$ cat src/rtl/alu_arbiter_pkg.sv
// rtl/alu_arbiter_pkg.sv - shared opcodes, FSM states and opcode legality check
package alu_arbiter_pkg;

    localparam logic [2:0] ALU_FWD = 3'b000;
    localparam logic [2:0] ALU_ADD = 3'b001;
    localparam logic [2:0] ALU_AND = 3'b010;
    localparam logic [2:0] ALU_OR  = 3'b011;

    typedef enum logic {
        IDLE = 1'b0,
        EXEC = 1'b1
    } state_t;

    function automatic logic op_illegal(input logic [2:0] sel);
        return !(sel inside {ALU_FWD, ALU_ADD, ALU_AND, ALU_OR});
    endfunction

endpackage

$ cat src/rtl/alu_arbiter_rr_arb2.sv
// rtl/alu_arbiter_rr_arb2.sv - combinational two-way round-robin picker
module alu_arbiter_rr_arb2 (
    input  logic       req0,
    input  logic       req1,
    input  logic       ptr,
    output logic [1:0] win
);

    // ptr=0 favours requester 0 on contention, ptr=1 favours requester 1
    assign win[0] = req0 & (~req1 | ~ptr);
    assign win[1] = req1 & (~req0 |  ptr);

endmodule

$ cat src/rtl/alu_arbiter.sv
// rtl/alu_arbiter.sv - shares one external ALU between two requesters with round-robin arbitration
module alu_arbiter
    import alu_arbiter_pkg::*;
#(
    parameter int WAIT_CYCLES = 1,
    parameter int DATA_WIDTH  = 8
) (
    input  logic                  clk,
    input  logic                  rst_n,
    input  logic                  req0,
    input  logic [DATA_WIDTH-1:0] data1_0,
    input  logic [DATA_WIDTH-1:0] data2_0,
    input  logic [2:0]            select_0,
    input  logic                  req1,
    input  logic [DATA_WIDTH-1:0] data1_1,
    input  logic [DATA_WIDTH-1:0] data2_1,
    input  logic [2:0]            select_1,
    output logic                  gnt0,
    output logic                  gnt1,
    output logic                  valid0,
    output logic                  valid1,
    output logic                  err,
    output logic [DATA_WIDTH-1:0] result,
    output logic                  busy,
    output logic [DATA_WIDTH-1:0] alu_data1,
    output logic [DATA_WIDTH-1:0] alu_data2,
    output logic [2:0]            alu_select,
    input  logic [DATA_WIDTH-1:0] alu_result
);

    state_t                state;
    logic [3:0]            cnt;
    logic                  ptr;
    logic                  owner;
    logic                  illegal;
    logic [1:0]            win;
    logic [DATA_WIDTH-1:0] win_d1;
    logic [DATA_WIDTH-1:0] win_d2;
    logic [2:0]            win_sel;

    alu_arbiter_rr_arb2 u_rr (
        .req0 (req0),
        .req1 (req1),
        .ptr  (ptr),
        .win  (win)
    );

    always_comb begin
        win_d1  = data1_0;
        win_d2  = data2_0;
        win_sel = select_0;
        if (win[1]) begin
            win_d1  = data1_1;
            win_d2  = data2_1;
            win_sel = select_1;
        end
    end

    always_ff @(posedge clk or negedge rst_n) begin
        if (!rst_n) begin
            state      <= IDLE;
            cnt        <= 4'd0;
            ptr        <= 1'b0;
            owner      <= 1'b0;
            illegal    <= 1'b0;
            gnt0       <= 1'b0;
            gnt1       <= 1'b0;
            valid0     <= 1'b0;
            valid1     <= 1'b0;
            err        <= 1'b0;
            result     <= '0;
            busy       <= 1'b0;
            alu_data1  <= '0;
            alu_data2  <= '0;
            alu_select <= ALU_FWD;
        end else begin
            // handshake pulses last one cycle; a new grant below may re-assert gnt
            gnt0   <= 1'b0;
            gnt1   <= 1'b0;
            valid0 <= 1'b0;
            valid1 <= 1'b0;
            err    <= 1'b0;
            case (state)
                IDLE: begin
                    if (win != 2'b00) begin
                        owner      <= win[1];
                        illegal    <= op_illegal(win_sel);
                        alu_data1  <= win_d1;
                        alu_data2  <= win_d2;
                        alu_select <= op_illegal(win_sel) ? ALU_FWD : win_sel;
                        gnt0       <= win[0];
                        gnt1       <= win[1];
                        busy       <= 1'b1;
                        cnt        <= 4'(WAIT_CYCLES - 1);
                        state      <= EXEC;
                    end
                end
                EXEC: begin
                    if (cnt != 4'd0) begin
                        cnt <= cnt - 4'd1;
                    end else begin
                        result <= illegal ? '0 : alu_result;
                        valid0 <= ~owner;
                        valid1 <= owner;
                        err    <= illegal;
                        busy   <= 1'b0;
                        ptr    <= ~owner;
                        state  <= IDLE;
                    end
                end
                default: state <= IDLE;
            endcase
        end
    end

endmodule

$ cat config.mk
export PLATFORM = sky130hd
export DESIGN_NAME = alu_arbiter
export DESIGN_NICKNAME = d
export VERILOG_FILES = /design/src/rtl/alu_arbiter_pkg.sv /design/src/rtl/alu_arbiter_rr_arb2.sv /design/src/rtl/alu_arbiter.sv
export SDC_FILE = /design/constraint.sdc
export NUM_CORES = 1
export LEC_CHECK = 0
export ABC_AREA = 1
export BUFFER_PORTS_ARGS = -buffer_cell sky130_fd_sc_hd__buf_2
export CORE_ASPECT_RATIO = 1.2
export CORE_UTILIZATION = 30
export CTS_CLUSTER_SIZE = 28
export DETAILED_ROUTE_END_ITERATION = 10
export PLACE_DENSITY = 0.56
export SLEW_MARGIN = 20
export SYNTH_ARGS = -nofsm -noshare
export SYNTH_HDL_FRONTEND = slang
export SYNTH_SLANG_ARGS = --single-unit
$ cat constraint.sdc
create_clock -name clk -period 1.8 [get_ports clk]
set_input_delay 0.36 -clock clk [delete_from_list [all_inputs] [get_ports clk]]
set_output_delay 0.36 -clock clk [all_outputs]
set_load 0.02 [all_outputs]
==> flow_summary_export.csv <==
group,metric,value,unit
logic_synthesis,yosysTopAreaCellShare,53.8,%
global_route,antenna_found_initial,0,
clock_tree,cts_setup_buffers,0,
power_and_ir_drop,power_density,1520,nW/um2
logic_synthesis,synthArstFlopShare,100,%
clock_tree,clkLatencyLatePin,0.29,ns
clock_tree,cts.sinks,41,
routing,vias,1753,
logic_synthesis,synth_area,1910,um2
sta,fin_crit_sh,73.4,%
sta,fmax,757,MHz
routing,wl,4680,um
logic_synthesis,synth_edf_count,0,
floorplanning,fp.dieH,89.3,um
place,dpl.hpwl,3350,um
logic_synthesis,ys_seq_area_share,53.8,%
clock_tree,hold_buffers,0,
routing,vias_per_cell,4.32,
worst_setup_path,critPathCaptureType,"register",
place,pre_cts_ws,0.410,ns
layout,final_cells,406,
worst_hold_path,hp-class,"input pin to asynchronous set/reset pin",
clock_tree,numCtsBuffers,5,
flow_run,cap_violations,0,
logic_synthesis,synth-seq-cells,41,
clock_tree,root_buffer,"clkbuf_8",
outcome,status,"finished clean",
logic_synthesis,synth.most_common_cell,"nand2_1",
place,placedCellCount,398,
logic_synthesis,synth_cell_types,19,
worst_setup_path,reg2reg_depth,6,
global_route,grt_overflow,0,
logic_synthesis,yosysTopAreaCell,"dfrtp_1",
clock_tree,htreeDepth,2,
layout,final_layout_size_suffix_gt1_share,31.5,%
routing,ant_nets,0,
routing,drtPass1Iterations,4,
layout,area_delta_synth_final,31.9,%
logic_synthesis,synthCells,240,
logic_synthesis,synth_fp_nets,292,
sta,rsz0062_at_grt,"false",
worst_setup_path,critical_path_class,"register to register",
worst_setup_path,cp.arrival,1.55,ns
global_route,grt_pass1_wl,7780,um
place,port_buffers,82,
clock_tree,clock_path_buffers,2,
logic_synthesis,syn_avg_cell_area,7.95,um2
sta,hold_ws,0.00900,ns
worst_setup_path,start_kind,"register",
floorplanning,start_util,31.3,%
floorplanning,die_w,74.8,um
clock_tree,cts.clk_slew.worst_paths,0.08,ns
power_and_ir_drop,vdd_ir_drop_max,0.513,mV
routing,wire_per_inst,11.5,um
worst_setup_path,cp.required,2.03,ns
logic_synthesis,synth_common_cells,"nand2_1, dfrtp_1, nand3_1",
global_route,grt_max_degree,24,
floorplanning,die-area,6680,um2
sta,worst_slack,0.479,ns
power_and_ir_drop,total_power,3820,uW
layout,nets,375,
sta,finalSetupTns,0,ns
floorplanning,num_rows,31,
clock_tree,cts_tree,"yes",
sta,skew,0.00357,ns
sta,period_needed,1.32,ns
power_and_ir_drop,p_leak,0.00149,uW
layout,n_antenna_cell,0,
logic_synthesis,ys_warn_count,0,
sta,final-setup-viol-count,0,
sta,slew_headroom,69.8,%
worst_setup_path,critPathMaxFanout,7,
routing,drc_errors,0,
routing,drt_iter0_markers,78,
sta,worst_pin_slew,0.453,ns
place,place_congestion,0.754,
sta,final_hold_viol_count,0,
clock_tree,ctsResizeCount,0,
sta,report.final.slew_viol_count,0,
global_route,track_usage,15.6,%
floorplanning,core_region_area,6090,um2
floorplanning,io_pins,83,
logic_synthesis,ys.flop_type,"dfrtp_1",
logic_synthesis,synth.top_cells.by_area,"dfrtp_1, nand2_1, nand3_1",
global_route,grt_pass1_vias,1743,
-- power breakdown --
group          internal, uW  switching [uW]  total, uW
combinational           506            1080       1590
sequential             1280             185       1470
clock                   452             310        763
total                  2240            1570       3820
-- final cells by class --
class                      count  area [um2]
sequential                    41        1030
fill                         637        3570
clock buffer                   7        86.3
tap                           82         103
clock inverter                 1        30.0
timing repair buffer          87         460
multi-input combinational    173         753
inverter                      15        56.3
-- flip-flops by register name, indices dropped and copies added (netlist names) --
name        cells
gnt1            1
gnt0            1
valid0          1
ptr             1
state           1
owner           1
alu_data1       8
illegal         1
alu_data2       8
result          8
err             1
valid1          1
alu_select      3
cnt             4
busy            1
-- stage by stage --
stage	util (%)	cell area, um2
2_1_floorplan	-	1910
3_3_place_gp	39.4	2400
3_5_place_dp	39.4	2400
4_1_cts	41.3	2510
5_1_grt	41.3	2510
6_report	41.3	2510
-- layout by cell type (no fill, tap or decap) --
| cell | Yosys | routed |
|---|---|---|
| buf_12 | 0 | 1 |
| or2_2 | 1 | 1 |
| o21ai_0 | 10 | 10 |
| bufinv_16 | 0 | 1 |
| nand3_1 | 24 | 24 |
| nor2_1 | 4 | 4 |
| nand2_2 | 3 | 3 |
| buf_4 | 2 | 4 |
| clkbuf_1 | 1 | 1 |
| nand3_2 | 2 | 2 |
| buf_2 | 6 | 82 |
| inv_2 | 2 | 2 |
| dfrtp_1 | 41 | 41 |
| ha_1 | 2 | 2 |
| nand2_1 | 119 | 119 |
| a21oi_1 | 1 | 1 |
| clkinv_1 | 1 | 1 |
| inv_1 | 12 | 12 |
| nand4_1 | 6 | 6 |
| xor2_1 | 1 | 1 |
| clkbuf_8 | 0 | 6 |
-- worst max-delay path, cell delays in order, from the launching register on --
cell     delay, ns
dfrtp_1       0.35
inv_1         0.09
ha_1          0.22
nand3_1       0.08
nand2_1       0.14
or2_2         0.31
nand2_1       0.07
-- per-layer routing --
| layer | part of all wire [%] | GRT usage, % | up-vias | wire, um |
|---|---|---|---|---|
| li1 | - | - | 915 | - |
| met1 | 46 | 18.3 | 773 | 2160 |
| met2 | 48 | 26.5 | 56 | 2230 |
| met3 | 3.9 | 3.95 | 9 | 184 |
| met4 | 2.4 | 7.03 | 0 | 113 |
| met5 | 0 | 0 | - | 0 |
-- cell families (layout without fill, tap and decap cells) --
kind of cell / Yosys count / in the layout / share of synthesized area, %
flops: 41 / 41 / 53.8
compound gates: 11 / 11 / 2.89
buf+inv: 26 / 110 / 6.69
xor+xnor: 1 / 1 / 0.459
fa+ha+maj: 2 / 2 / 1.31
simple gates: 159 / 159 / 34.8
-- worst paths after layout --
kind                                    start      endpoint  slack (ns)
max in group asynchronous               rst_n  alu_data2[7]        1.32
worst max register to register         cnt[0]        cnt[1]        0.48
worst max-delay path                   cnt[0]        cnt[1]        0.48
min in group clk                alu_result[3]     result[3]        0.33
worst min-delay path                    rst_n          gnt1       0.009
worst min register to register          owner        valid0        0.43
Power figures use the tool's default switching activity.
